===== src/rtl/data_mem_ctrl_pkg.sv =====
// data_mem_ctrl_pkg
// Shared definitions for the data-side memory controller:
//   - state_t   : controller FSM state encoding
//   - SZ_B/H/W  : LOAD_SIZE codes (2'b11 is treated as a word)
package data_mem_ctrl_pkg;

  typedef enum logic [2:0] {
    IDLE    = 3'd0,
    ST_REQ  = 3'd1,
    LD_REQ  = 3'd2,
    LD_WAIT = 3'd3,
    LD_DONE = 3'd4
  } state_t;

  localparam logic [1:0] SZ_B = 2'b00;
  localparam logic [1:0] SZ_H = 2'b01;
  localparam logic [1:0] SZ_W = 2'b10;

endpackage


===== src/rtl/data_mem_ctrl_if.sv =====
// data_mem_ctrl_if
// Data bus between the controller (master) and the memory (slave).
//
// Handshake: the master raises MEM_REQ together with MEM_WE/MEM_ADDR/
// MEM_STRB/MEM_WDATA, and holds all of them stable until a cycle in which
// the slave drives MEM_GNT=1; the request transfers at the clock edge ending
// that cycle. Writes are posted (no response). For a read, the slave
// returns MEM_RDATA with a one-cycle MEM_RVALID pulse no earlier than the
// cycle after the grant; there is no back-pressure on read data.
//
// Signals:
//   MEM_REQ    master->slave  bus request
//   MEM_WE     master->slave  1 write, 0 read
//   MEM_ADDR   master->slave  word-aligned byte address
//   MEM_STRB   master->slave  write byte lanes (4'b1111 on reads)
//   MEM_WDATA  master->slave  write data
//   MEM_GNT    slave->master  request accepted this cycle
//   MEM_RVALID slave->master  read data valid
//   MEM_RDATA  slave->master  read data
interface data_mem_ctrl_if;

  logic        MEM_REQ;
  logic        MEM_WE;
  logic [31:0] MEM_ADDR;
  logic [3:0]  MEM_STRB;
  logic [31:0] MEM_WDATA;
  logic        MEM_GNT;
  logic        MEM_RVALID;
  logic [31:0] MEM_RDATA;

  modport master (
    output MEM_REQ, MEM_WE, MEM_ADDR, MEM_STRB, MEM_WDATA,
    input  MEM_GNT, MEM_RVALID, MEM_RDATA
  );

  modport slave (
    input  MEM_REQ, MEM_WE, MEM_ADDR, MEM_STRB, MEM_WDATA,
    output MEM_GNT, MEM_RVALID, MEM_RDATA
  );

endinterface


===== src/rtl/data_mem_ctrl_load_align.sv =====
// data_mem_ctrl_load_align
// Purely combinational load formatter: picks the addressed lane(s) out of a
// 32-bit bus word, right-justifies them and sign- or zero-extends.
//
// Ports:
//   rdata     in  32  raw bus read data
//   sel       in  2   byte offset (addr[1:0])
//   size      in  2   SZ_B / SZ_H / SZ_W (2'b11 = word)
//   is_signed in  1   1 sign-extend, 0 zero-extend
//   result    out 32  formatted load data
module data_mem_ctrl_load_align
  import data_mem_ctrl_pkg::*;
(
  input  logic [31:0] rdata,
  input  logic [1:0]  sel,
  input  logic [1:0]  size,
  input  logic        is_signed,
  output logic [31:0] result
);

  logic [7:0]  lane8;
  logic [15:0] lane16;

  always_comb begin
    lane8 = rdata[7:0];
    case (sel)
      2'd0: lane8 = rdata[7:0];
      2'd1: lane8 = rdata[15:8];
      2'd2: lane8 = rdata[23:16];
      2'd3: lane8 = rdata[31:24];
      default: lane8 = rdata[7:0];
    endcase

    // Halfwords pick a lane pair by sel[1] only; misaligned halves are not
    // split across words.
    lane16 = sel[1] ? rdata[31:16] : rdata[15:0];

    result = rdata;
    case (size)
      SZ_B: result = is_signed ? {{24{lane8[7]}}, lane8} : {24'd0, lane8};
      SZ_H: result = is_signed ? {{16{lane16[15]}}, lane16} : {16'd0, lane16};
      default: result = rdata;
    endcase
  end

endmodule


===== src/rtl/data_mem_ctrl.sv =====
// data_mem_ctrl
// Data-side memory controller for the RV32I pipeline. Captures one load or
// store from the ALU stage while idle, runs it on the request/grant/response
// bus and returns formatted load data. STALL holds the pipeline until the
// access completes; in LD_DONE the stage forwards DATA_RDDATA and advances.
//
// Ports:
//   CLK, RST                 clock, synchronous active-high reset
//   FLUSH                    drop a request presented this cycle
//   LOAD_RDEN/ADDR/SIZE/SIGNED   load request from the ALU stage
//   STORE_WREN/ADDR/STRB/DATA    store request (lane-aligned)
//   STALL                    pipeline hold
//   DATA_RDVALID/RDDATA      formatted load result, one-cycle valid
//   DBG_STATE                current FSM state
//   mem                      data bus, master side
module data_mem_ctrl
  import data_mem_ctrl_pkg::*;
(
  input  logic        CLK,
  input  logic        RST,
  input  logic        FLUSH,
  input  logic        LOAD_RDEN,
  input  logic [31:0] LOAD_ADDR,
  input  logic [1:0]  LOAD_SIZE,
  input  logic        LOAD_SIGNED,
  input  logic        STORE_WREN,
  input  logic [31:0] STORE_ADDR,
  input  logic [3:0]  STORE_STRB,
  input  logic [31:0] STORE_DATA,
  output logic        STALL,
  output logic        DATA_RDVALID,
  output logic [31:0] DATA_RDDATA,
  output state_t      DBG_STATE,
  data_mem_ctrl_if.master mem
);

  state_t      state;
  logic [1:0]  ld_sel;
  logic [1:0]  ld_size;
  logic        ld_signed;
  logic [31:0] ld_result;

  assign DBG_STATE = state;

  data_mem_ctrl_load_align u_load_align (
    .rdata     (mem.MEM_RDATA),
    .sel       (ld_sel),
    .size      (ld_size),
    .is_signed (ld_signed),
    .result    (ld_result)
  );

  // All outputs are registered. MEM_* are loaded once at capture and only
  // change again when the grant is seen, so they are stable while waiting.
  always_ff @(posedge CLK) begin
    if (RST) begin
      state         <= IDLE;
      STALL         <= 1'b0;
      DATA_RDVALID  <= 1'b0;
      DATA_RDDATA   <= 32'd0;
      mem.MEM_REQ   <= 1'b0;
      mem.MEM_WE    <= 1'b0;
      mem.MEM_ADDR  <= 32'd0;
      mem.MEM_STRB  <= 4'd0;
      mem.MEM_WDATA <= 32'd0;
      ld_sel        <= 2'd0;
      ld_size       <= 2'd0;
      ld_signed     <= 1'b0;
    end else begin
      case (state)
        IDLE: begin
          DATA_RDVALID <= 1'b0;
          if (!FLUSH) begin
            // Store has priority; a simultaneous load is dropped.
            if (STORE_WREN) begin
              state         <= ST_REQ;
              STALL         <= 1'b1;
              mem.MEM_REQ   <= 1'b1;
              mem.MEM_WE    <= 1'b1;
              mem.MEM_ADDR  <= {STORE_ADDR[31:2], 2'b00};
              mem.MEM_STRB  <= STORE_STRB;
              mem.MEM_WDATA <= STORE_DATA;
            end else if (LOAD_RDEN) begin
              state         <= LD_REQ;
              STALL         <= 1'b1;
              mem.MEM_REQ   <= 1'b1;
              mem.MEM_WE    <= 1'b0;
              mem.MEM_ADDR  <= {LOAD_ADDR[31:2], 2'b00};
              mem.MEM_STRB  <= 4'b1111;
              ld_sel        <= LOAD_ADDR[1:0];
              ld_size       <= LOAD_SIZE;
              ld_signed     <= LOAD_SIGNED;
            end
          end
        end

        ST_REQ: begin
          if (mem.MEM_GNT) begin
            state       <= IDLE;
            STALL       <= 1'b0;
            mem.MEM_REQ <= 1'b0;
            mem.MEM_WE  <= 1'b0;
          end
        end

        LD_REQ: begin
          if (mem.MEM_GNT) begin
            state       <= LD_WAIT;
            mem.MEM_REQ <= 1'b0;
          end
        end

        // Only reached the cycle after grant, so RVALID in the grant
        // cycle is never sampled.
        LD_WAIT: begin
          if (mem.MEM_RVALID) begin
            state        <= LD_DONE;
            STALL        <= 1'b0;
            DATA_RDVALID <= 1'b1;
            DATA_RDDATA  <= ld_result;
          end
        end

        // No capture here: the stage is consuming this load's data.
        LD_DONE: begin
          state        <= IDLE;
          DATA_RDVALID <= 1'b0;
        end

        default: begin
          state        <= IDLE;
          STALL        <= 1'b0;
          DATA_RDVALID <= 1'b0;
          mem.MEM_REQ  <= 1'b0;
          mem.MEM_WE   <= 1'b0;
        end
      endcase
    end
  end

endmodule


===== src/flat_wrapper.sv =====
// flat-port wrapper written by rule: the top's interface ports become plain ports
module data_mem_ctrl_flat import data_mem_ctrl_pkg::*;
  (CLK, RST, FLUSH, LOAD_RDEN, LOAD_ADDR, LOAD_SIZE, LOAD_SIGNED, STORE_WREN, STORE_ADDR, STORE_STRB, STORE_DATA, STALL, DATA_RDVALID, DATA_RDDATA, DBG_STATE, mem_MEM_REQ, mem_MEM_WE, mem_MEM_ADDR, mem_MEM_STRB, mem_MEM_WDATA, mem_MEM_GNT, mem_MEM_RVALID, mem_MEM_RDATA);
  data_mem_ctrl_if mem_i ();
  input  logic CLK;
  input  logic RST;
  input  logic FLUSH;
  input  logic LOAD_RDEN;
  input  logic [31:0] LOAD_ADDR;
  input  logic [1:0] LOAD_SIZE;
  input  logic LOAD_SIGNED;
  input  logic STORE_WREN;
  input  logic [31:0] STORE_ADDR;
  input  logic [3:0] STORE_STRB;
  input  logic [31:0] STORE_DATA;
  output logic STALL;
  output logic DATA_RDVALID;
  output logic [31:0] DATA_RDDATA;
  output state_t DBG_STATE;
  output wire logic [$bits(mem_i.MEM_REQ)-1:0] mem_MEM_REQ;
  output wire logic [$bits(mem_i.MEM_WE)-1:0] mem_MEM_WE;
  output wire logic [$bits(mem_i.MEM_ADDR)-1:0] mem_MEM_ADDR;
  output wire logic [$bits(mem_i.MEM_STRB)-1:0] mem_MEM_STRB;
  output wire logic [$bits(mem_i.MEM_WDATA)-1:0] mem_MEM_WDATA;
  input wire logic [$bits(mem_i.MEM_GNT)-1:0] mem_MEM_GNT;
  input wire logic [$bits(mem_i.MEM_RVALID)-1:0] mem_MEM_RVALID;
  input wire logic [$bits(mem_i.MEM_RDATA)-1:0] mem_MEM_RDATA;
  assign mem_MEM_REQ = mem_i.MEM_REQ;
  assign mem_MEM_WE = mem_i.MEM_WE;
  assign mem_MEM_ADDR = mem_i.MEM_ADDR;
  assign mem_MEM_STRB = mem_i.MEM_STRB;
  assign mem_MEM_WDATA = mem_i.MEM_WDATA;
  assign mem_i.MEM_GNT = mem_MEM_GNT;
  assign mem_i.MEM_RVALID = mem_MEM_RVALID;
  assign mem_i.MEM_RDATA = mem_MEM_RDATA;
  data_mem_ctrl u_core (.CLK(CLK), .RST(RST), .FLUSH(FLUSH), .LOAD_RDEN(LOAD_RDEN), .LOAD_ADDR(LOAD_ADDR), .LOAD_SIZE(LOAD_SIZE), .LOAD_SIGNED(LOAD_SIGNED), .STORE_WREN(STORE_WREN), .STORE_ADDR(STORE_ADDR), .STORE_STRB(STORE_STRB), .STORE_DATA(STORE_DATA), .STALL(STALL), .DATA_RDVALID(DATA_RDVALID), .DATA_RDDATA(DATA_RDDATA), .DBG_STATE(DBG_STATE), .mem(mem_i));
endmodule

===== config.mk =====
export PLATFORM = sky130hd
export DESIGN_NAME = data_mem_ctrl_flat
export DESIGN_NICKNAME = d
export VERILOG_FILES = /design/src/rtl/data_mem_ctrl_pkg.sv /design/src/rtl/data_mem_ctrl_if.sv /design/src/rtl/data_mem_ctrl_load_align.sv /design/src/rtl/data_mem_ctrl.sv /design/src/flat_wrapper.sv
export SDC_FILE = /design/constraint.sdc
export NUM_CORES = 1
export LEC_CHECK = 0
export BUFFER_PORTS_ARGS = -buffer_cell sky130_fd_sc_hd__buf_2
export CAP_MARGIN = 5
export CELL_PAD_IN_SITES_DETAIL_PLACEMENT = 0
export CELL_PAD_IN_SITES_GLOBAL_PLACEMENT = 1
export CORE_ASPECT_RATIO = 1.75
export CORE_UTILIZATION = 32
export DETAILED_ROUTE_END_ITERATION = 10
export MAX_ROUTING_LAYER = met4
export PLACE_DENSITY_LB_ADDON = 0.1
export SLEW_MARGIN = 15
export SYNTH_ARGS = -nofsm -noshare
export SYNTH_HDL_FRONTEND = slang
export SYNTH_SLANG_ARGS = --single-unit

===== constraint.sdc =====
create_clock -name CLK -period 1.9 [get_ports CLK]
set_input_delay 0.38 -clock CLK [delete_from_list [all_inputs] [get_ports CLK]]
set_output_delay 0.38 -clock CLK [all_outputs]
set_load 0.01 [all_outputs]

Word-level counts from Yosys, hierarchy flattened
Cells that the tools add are included.
{ "word_totals": {"ff_bits": 112, "in_bits": 142} }
{ "op_classes": {"eq_ne": 14, "muxes": 29, "bitwise_logic": 6, "n_reduce_logical": 17} }
{ "ops": {"columns": ["cell", "count"], "rows": [
  ["two-way mux 32 bit", 4],
  ["one-hot mux 32 bit (2 select lines)", 1],
  ["one-hot mux 8 bit (4 select lines)", 1],
  ["two-way mux 3 bit", 6],
  ["two-way mux 16 bit", 1],
  ["one-hot mux 3 bit (4 select lines)", 1],
  ["AND reduction 4 bit", 3],
  ["AND reduction 5 bit", 2],
  ["two-way mux 1 bit", 9],
  ["two-way mux 4 bit", 2],
  ["!= test 2 bit, second input constant", 4],
  ["== test 3 x 2 -> 1 bit, second input constant", 2],
  ["NOT 1 bit", 6],
  ["one-hot mux 1 bit (3 select lines)", 2],
  ["AND reduction 3 bit", 2],
  ["OR reduction 2 bit", 3],
  ["== test 2 x 1 -> 1 bit, second input constant", 2],
  ["== test 2 bit, second input constant", 2],
  ["zero test 2 bit", 2],
  ["one-hot mux 1 bit (4 select lines)", 1],
  ["AND reduction 2 bit", 2],
  ["== test 3 x 1 -> 1 bit, second input constant", 1],
  ["== test 3 bit, second input constant", 1],
  ["zero test 3 bit", 1],
  ["other kinds (5)", 5]
]} }

Depth between registers and ports, before layout
Gate-level depths: netlist of the first run.
{ "logic_depth": {"ltp_word": 4, "ltp_mapped": 7, "mapped_depth_nobuf": 4} }

By module
From an unflattened synthesis of the first run, not the netlist that was laid out.
{ "hier_totals": {"cells_unflattened": 651, "area_unflattened_um2": 5496.5} }
{ "modules_own_cells": {"columns": ["module", "instances", "cells_per_inst", "area_per_inst_um2", "seq_area_each_um2"], "rows": [
  ["data_mem_ctrl", 1, 518, 4473.0, 2202.1],
  ["data_mem_ctrl_load_align", 1, 133, 1023.5, 0.0]
]} }

Worst setup path after synthesis of the first run
OpenSTA, ideal clock, no wires.
{ "synth_timing": {"path_type": "register to register", "from": "register u_core.state[2], in the netlist u_core.DBG_STATE[2]", "to": "register u_core.mem.MEM_STRB[0]", "setup_time_ns": 0.088, "arrival_ns": 1.455, "slack_ns": 0.357, "stages_incl_launch_ff": 8, "period_less_slack_ns": 1.543, "cell_sequence": "dfxtp_1 -> buf_2 -> nor4_4 -> and2b_1 -> buf_4 -> buf_6 -> nor2_1 -> a311oi_2"} }
{ "synth_via": {"elab_chain_cells": 2} }
{ "synth_lines": {"columns": ["item", "line_no", "rtl"], "rows": [
  ["start: declaration", "data_mem_ctrl.sv:37", "state_t state;"],
  ["start signal: assignment", "data_mem_ctrl.sv:57", "state <= IDLE;"],
  ["start signal: assignment", "data_mem_ctrl.sv:76", "state <= ST_REQ;"],
  ["start signal: assignment", "data_mem_ctrl.sv:84", "state <= LD_REQ;"],
  ["zero test 3 bit", "data_mem_ctrl.sv:70", "case (state)"],
  ["AND reduction 3 bit (no source line)", null, null],
  ["end signal: assignment", "data_mem_ctrl.sv:64", "mem.MEM_STRB <= 4'd0;"],
  ["end signal: assignment", "data_mem_ctrl.sv:81", "mem.MEM_STRB <= STORE_STRB;"],
  ["end signal: assignment", "data_mem_ctrl.sv:89", "mem.MEM_STRB <= 4'b1111;"],
  ["end: declaration", "data_mem_ctrl_if.sv:32", "output MEM_REQ, MEM_WE, MEM_ADDR, MEM_STRB, MEM_WDATA,"]
]} }
No other way between the ends.
A chain may end at the register's enable or synchronous reset.

Final worst setup path of the first run
{ "layout_timing": {"from": "register u_core.ld_sel[1]", "to": "register u_core.DATA_RDDATA[19]"} }
{ "layout_via": {"elab_chain_cells": 4, "word_cells_on_any_way": 9, "classes_between": "3 x eq/ne; 5 x mux; 1 x reduce/logical"} }
{ "layout_lines": {"columns": ["item", "line_no", "rtl"], "rows": [
  ["start: declaration", "data_mem_ctrl.sv:38", "logic [1:0] ld_sel;"],
  ["start signal: assignment", "data_mem_ctrl.sv:90", "ld_sel <= LOAD_ADDR[1:0];"],
  ["== test 2 bit, or another cell as far along", "data_mem_ctrl_load_align.sv:26", "case (sel)"],
  ["one-hot mux 8 bit (4 select lines)", "data_mem_ctrl_load_align.sv:26", null],
  ["two-way mux 32 bit", "data_mem_ctrl_load_align.sv:40", "SZ_B: result = is_signed ? {{24{lane8[7]}}, lane8} : {24'd0, lane8};"],
  ["one-hot mux 32 bit (2 select lines) (*)", "data_mem_ctrl_load_align.sv:39", "case (size)"],
  ["end signal: assignment", "data_mem_ctrl.sv:120", "DATA_RDDATA <= ld_result;"],
  ["end: declaration", "data_mem_ctrl.sv:32", "output logic [31:0] DATA_RDDATA,"]
]} }
Every way passes the cells marked *; elsewhere a longest branch is shown, timed or not.

==> key figures, run 1 <==
Setup path
  • Crit path max-delay family: flip-flops
  • CP max stage cell: dfxtp_1
  • R2r setup slk: 300 ps
  • R2r worst-path depth: 5
  • Crit path depth: 5
  • Max Fanout on Critical Path: 16
  • Req. time, crit path: 2110 ps
  • Startpoint Class: flop
  • Worst setup path startpoint: u_core.ld_sel[1]
  • R2R Path End: u_core.DATA_RDDATA[19]
  • WS Path Type: flop to flop
  • Cell Chain, Critical Path: mux2i_1, o22ai_2, a21oi_2, buf_12, a211oi_1
  • Max incr delay on CP: 490 ps
  • CP arrival: 1810 ps
  • Reg2reg start: u_core.ld_sel[1]
  • Critical Path Sink: u_core.DATA_RDDATA[19]
  • Crit end category: flop
  • WP buf/inv: 1

Synthesis
  • Async SR Flop Fraction: 0%
  • Most common cell in the netlist: dfxtp_1
  • Top FF cell, synth: dfxtp_1
  • Leading area contributor after synthesis: dfxtp_1
  • Post-synth EDFFs: 0
  • Yosys cell types: 44
  • Synthesized instance count: 571
  • Top post-synthesis cells by count: dfxtp_1, nand2_1, nor2_1
  • Syn avg cell area: 8.71 um2
  • Seq/Total Area, Yosys: 44.3%
  • Ys Warns: 0
  • Cell Area, Synth: 0.00497 mm2
  • Yosys reg bits: 110
  • Share of the synthesized area in the top cell type: 44.3%
  • Largest cells by area after synthesis: dfxtp_1, a211oi_2, nand2_1, mux2i_1, nor2_1

GRT
  • First-pass GRT wire length: 23.4 mm
  • Vias in the first global route: 4784
  • GRT Total Usage: 19.2%
  • GR Overflow Total: 0
  • Largest net degree at the start of global routing: 42
  • Initial antenna violation count: 1

Place
  • DP HPWL: 11.5 mm
  • Final Wtd Congestion: 0.764
  • # port buffers: 244
  • Setup WS pre-CTS: 268 ps

Power
  • Switch Pwr: 1460 uW
  • Pwr dens: 789 mW/mm2
  • Sequential share of power: 47.3%
  • Leakage: 0.00306 uW
  • Comb power frac: 17.2%
  • Clk pwr share: 35.5%
  • Worst VDD drop: 408 uV
  • Switch share: 27.7%
  • Internal power: 3810 uW

Cells and area
  • Register area: 0.00220 mm2
  • Synth-to-Final Area Change: 34.5%
  • Fillers: 1574
  • Multi-input logic area: 0.00247 mm2
  • Layout Nets: 943
  • Share of post-route cells with drive strength above 1: 40.3%

Job
  • MaxCap Viol Count: 0

Die
  • Core area: 0.0150 mm2
  • Die ar.: 0.0161 mm2
  • # rows: 59
  • Die H: 167 um
  • DIE WIDTH: 96.2 um
  • I/O pins: 249
  • Initial Util: 33.2%

Hold path
  • Worst Hold Class: input pin to flop

STA
  • Final Critical Period: 1600 ps
  • RSZ-0062 raised after global routing: false
  • Final hold vios: 0
  • Final worst slack: 302 ps
  • FMAX: 626 MHz
  • Setup Viol. Count Final: 0
  • Worst Hold Slack: 266 ps
  • Setup TNS: 0 ps
  • Slew Limit Fails: 0
  • Rel. slew slack: 61.6%
  • Final Cycle Share: 84.1%
  • Worst clock skew: 10.6 ps
  • Least-Margin Pin Slew: 577 ps

Clocking
  • Clk sinks: 110
  • Clock slew at reported path FFs: 80 ps
  • CTS Hold Bufs: 0
  • Clock root cell: clkbuf_16
  • Cts repair resizes: 0
  • Worst skew pair latency: 340 ps
  • CTS Buffer Depth: 2
  • CTS tree: yes
  • Cts bufs inserted: 9
  • H-tree depth: 3
  • # Post-CTS Setup Buffers: 0

Drt
  • Vias: 4861
  • DRT iter0 DRCs: 116
  • Final wirelength: 14.9 mm
  • Routed Antenna Nets: 0
  • Drt pass-1 iters: 4
  • DRC errors left: 0
  • Drt wl/cell: 15.1 um
  • Vias/cell: 4.91

Status
  • Status: finished clean
state kept, by name (all words and copies together) (netlist names):
name                  flops
u_core.mem.MEM_WE         1
u_core.ld_size            2
u_core.ld_signed          1
u_core.DBG_STATE          3
u_core.mem.MEM_REQ        1
u_core.mem.MEM_ADDR      30
u_core.STALL              1
u_core.ld_sel             2
u_core.mem.MEM_STRB       4
u_core.DATA_RDVALID       1
u_core.mem.MEM_WDATA     32
u_core.DATA_RDDATA       32
worst min-delay path, delay by kind of cell:
kind / cells / cell delay [ps]
and+or+nand+nor: 1 / 40
buffers and inverters: 1 / 90
AOI/OAI and AO/OA: 1 / 50
power by group through the flow:
stage	combinational (uW)	sequential (uW)	clock, uW
detailed placement	918	2540	0
global route	1010	2510	2020
finish	908	2490	1870
floorplan	472	2600	0
CTS	921	2490	1930
global placement	905	2540	0
kinds of logic (layout without fill, tap and decap cells):
kind of cell,count (synthesis),after routing,synth area share (%)
AO/OA/AOI/OAI,145,145,23.5
buffers and inverters,62,296,6.12
flip-flops,110,110,44.3
multiplexers,38,38,7.68
other,1,3,0.0754
AND/OR/NAND/NOR,215,215,18.4
worst min path at each step:
stage | slack (ps) | endpoint | depth (start not counted) | from
floorplan | 460 | u_core.ld_signed | 2 | u_core.ld_signed
global placement | 440 | u_core.mem.MEM_WDATA[7] | 2 | u_core.mem.MEM_WDATA[7]
detailed placement | 440 | u_core.mem.MEM_WDATA[13] | 2 | u_core.mem.MEM_WDATA[13]
CTS | 250 | u_core.mem.MEM_WDATA[1] | 3 | STORE_DATA[1]
global route | 260 | u_core.mem.MEM_WDATA[2] | 3 | STORE_DATA[2]
finish | 270 | u_core.mem.MEM_WDATA[24] | 3 | STORE_DATA[24]
final cells by class:
type / instances / share of cell area [%]
diodes: 1 / 0.0374
inverters: 11 / 0.618
flip-flops and latches: 110 / 32.9
well taps: 183 / 3.42
clock buffers: 11 / 3.78
clock inverters: 5 / 0.599
repair buffers: 269 / 21.7
multi-input cells: 400 / 36.9
metrics by stage:
stage	cells	cell area, um2	utilization, %	power [uW]
floorplan	572	4970	-	3070
global placement	973	6390	42.6	3450
detailed placement	973	6390	42.6	3460
CTS	989	6680	44.6	5350
global route	990	6690	44.6	5540
finish	990	6690	44.6	5270
placed cells by master (no fill, tap or decap), types with 6 or more instances in the layout:
cell type,instances
dfxtp_1,110
nand2b_1,8
a22oi_1,9
mux2i_1,37
nand3_1,7
inv_1,11
a211oi_1,22
a211oi_2,30
buf_4,23
a21oi_1,46
buf_2,243
a311oi_1,6
nor3_1,9
nand2_1,100
o21ai_0,9
nor2_1,76
clkbuf_16,9
routing by layer:
| metal | global-route usage (%) | up-vias | part of all wire [%] |
|---|---|---|---|
| met4 | 6.94 | 0 | 2.0 |
| met5 | - | - | 0 |
| met3 | 3.38 | 17 | 5.8 |
| li1 | - | 2444 | - |
| met2 | 34.1 | 163 | 54 |
| met1 | 20.8 | 2237 | 39 |
(Power assumes the default switching activity.)
==> run 2: changes to the inputs <==
ABC_AREA = 1   (was default)
CORE_UTILIZATION = 31   (was 32)
clock period = 1.6 ns   (was 1.9 ns; I/O delays follow)
==> run 2 against run 1 <==
Maximum frequency grew 9.6%. Via count rose by 13%. Area after synthesis rose by 2.5%. Synthesized cell count grew 27%. Die area grew 5.7%. Sequential share of layout area shrank 0.51 points. Design area up 1.6%. Critical endpoint is now u_core.DATA_RDDATA[14]. Largest power group unchanged.
==> key figures, run 2 <==
Status
  • Status: finished clean

Clocking
  • CTS Buffer Depth: 2
  • Cts bufs inserted: 9
  • Clock slew at reported path FFs: 80 ps
  • CTS Hold Bufs: 0
  • Worst skew pair latency: 350 ps
  • H-tree depth: 3
  • CTS tree: yes
  • Clock root cell: clkbuf_16
  • Clk sinks: 110

Setup path
  • WS Path Type: flop to flop
  • Startpoint Class: flop
  • Crit end category: flop
  • Req. time, crit path: 1870 ps
  • Max incr delay on CP: 380 ps
  • R2r setup slk: 140 ps
  • CP arrival: 1730 ps
  • Cell repeated most along the worst path: nand2_1
  • Crit path max-delay family: simple AND/OR/NAND/NOR gates
  • CP max stage cell: dfxtp_1
  • WP buf/inv: 1
  • Max Fanout on Critical Path: 11
  • Cell Chain, Critical Path: buf_4, nand2_1, o21ai_0, nand2_1, nand2_2, nand2_1, a21oi_1

Drt
  • DRT iter0 DRCs: 188
  • Routed Antenna Nets: 0
  • Drt pass-1 iters: 4
  • Drt wl/cell: 14.1 um
  • Vias/cell: 4.80
  • Vias: 5514
  • Final wirelength: 16.2 mm
  • DRC errors left: 0

Synthesis
  • Yosys reg bits: 110
  • Top post-synthesis cells by count: nand2_1, dfxtp_1, nor2_1
  • Largest cells by area after synthesis: dfxtp_1, nand2_1, a21oi_1, nor2_1, o21ai_0
  • Share of the synthesized area in the top cell type: 43.2%
  • Seq/Total Area, Yosys: 43.2%
  • Syn avg cell area: 7.01 um2
  • Ys Warns: 0
  • Synthesized instance count: 727
  • Async SR Flop Fraction: 0%
  • Top FF cell, synth: dfxtp_1
  • Post-synth EDFFs: 0
  • Cell Area, Synth: 0.00509 mm2
  • Yosys cell types: 34
  • Most common cell in the netlist: nand2_1
  • Leading area contributor after synthesis: dfxtp_1

GRT
  • Initial antenna violation count: 1
  • Largest net degree at the start of global routing: 69
  • GR Overflow Total: 0
  • First-pass GRT wire length: 25.0 mm
  • Vias in the first global route: 5101
  • GRT Total Usage: 18.9%

Cells and area
  • Layout Nets: 1096
  • Largest registers: u_core.DATA_RDDATA (32), u_core.mem.MEM_WDATA (32), u_core.mem.MEM_ADDR (30)
  • Synth-to-Final Area Change: 33.3%
  • Register area: 0.00220 mm2
  • Final Non-Filler Cells: 1149
  • Multi-input logic area: 0.00248 mm2
  • Fillers: 1725
  • Share of post-route cells with drive strength above 1: 32.6%
  • Commonest non-fill, non-tap cell in the layout: buf_2
  • Final Core Density: 42.6%
  • Commonest non-fill, non-tap cells in the layout: buf_2, nand2_1, dfxtp_1

STA
  • Setup Viol. Count Final: 0
  • Setup TNS: 0 ps
  • FMAX: 686 MHz
  • Final hold vios: 0
  • Slew Limit Fails: 0
  • Final Critical Period: 1460 ps
  • Worst clock skew: 11.2 ps
  • Final Cycle Share: 91.1%
  • Worst Hold Slack: 190 ps

Die
  • Die H: 172 um
  • # rows: 61
  • DIE WIDTH: 98.9 um
  • Die ar.: 0.0170 mm2
  • Initial Util: 31.9%
  • I/O pins: 249
  • Core area: 0.0160 mm2

Place
  • # port buffers: 244
  • Final Wtd Congestion: 0.862
  • Placed insts: 1132
  • DP HPWL: 11.9 mm

Job
  • MaxCap Viol Count: 0

Hold path
  • Worst Hold Class: input pin to flop

Power
  • Leakage: 0.00350 uW
  • Worst VDD drop: 539 uV
  • Pwr dens: 1260 mW/mm2
==> run 2: cell families after synthesis <==
logic type	synth area share, %
and+or+nand+nor	29.0
AOI/OAI and AO/OA	19.5
DFF	43.2
buffers and inverters	8.28
other	0.0736
==> run 2: where the power goes <==
group          internal, uW  switching, uW  leakage, uW  total, uW
clock network          1240           1080     0.000144       2320
logic                  1060           1750      0.00246       2810
registers              3160            238     0.000897       3400
==> run 2: worst paths after layout <==
check,start,to,depth (start not counted)
setup / recovery,u_core.ld_sel[1],u_core.DATA_RDDATA[14],7
hold / removal,STORE_DATA[30],u_core.mem.MEM_WDATA[30],3
setup reg to reg,u_core.ld_sel[1],u_core.DATA_RDDATA[14],7
hold reg to reg,u_core.mem.MEM_ADDR[10],u_core.mem.MEM_ADDR[10],2
==> run 2: through the flow <==
stage | power [uW] | worst slack [ps] | instance area (um2)
detailed placement | 6300 | 92.1 | 6480
finish | 8530 | 142 | 6790
global route | 9110 | -5.75 | 6790
floorplan | 5300 | 330 | 5100
global placement | 6260 | 169 | 6480
CTS | 8660 | 79.4 | 6780
==> run 2: timing repair <==
action,CTS,global route
buffers inserted,0,0
gates resized for setup,0,3
setup endpoints to repair,0,7
==> run 2: worst reg2reg max path, delay by kind of cell, from the launching register on <==
kind / cells / cell delay (ps)
simple gates: 4 / 520
buf+inv: 1 / 190
compound gates: 2 / 310
flops: 1 / 380
==> run 2: final cells by class <==
class | instances | share of cell area [%]
Clock inverter | 7 | 1.16
Antenna cell | 1 | 0.0368
Timing Repair Buffer | 263 | 21.0
Inverter | 36 | 2.10
Clock buffer | 9 | 3.32
Tap cell | 189 | 3.48
Multi-Input combinational cell | 534 | 36.5
Sequential cell | 110 | 32.4
==> run 2: routing by layer <==
metal	track usage, %	up-vias	wire length, um
li1	-	2826	-
met1	21.0	2490	6660
met2	34.2	180	8390
met3	3.05	18	789
met4	6.29	0	316
met5	-	-	0
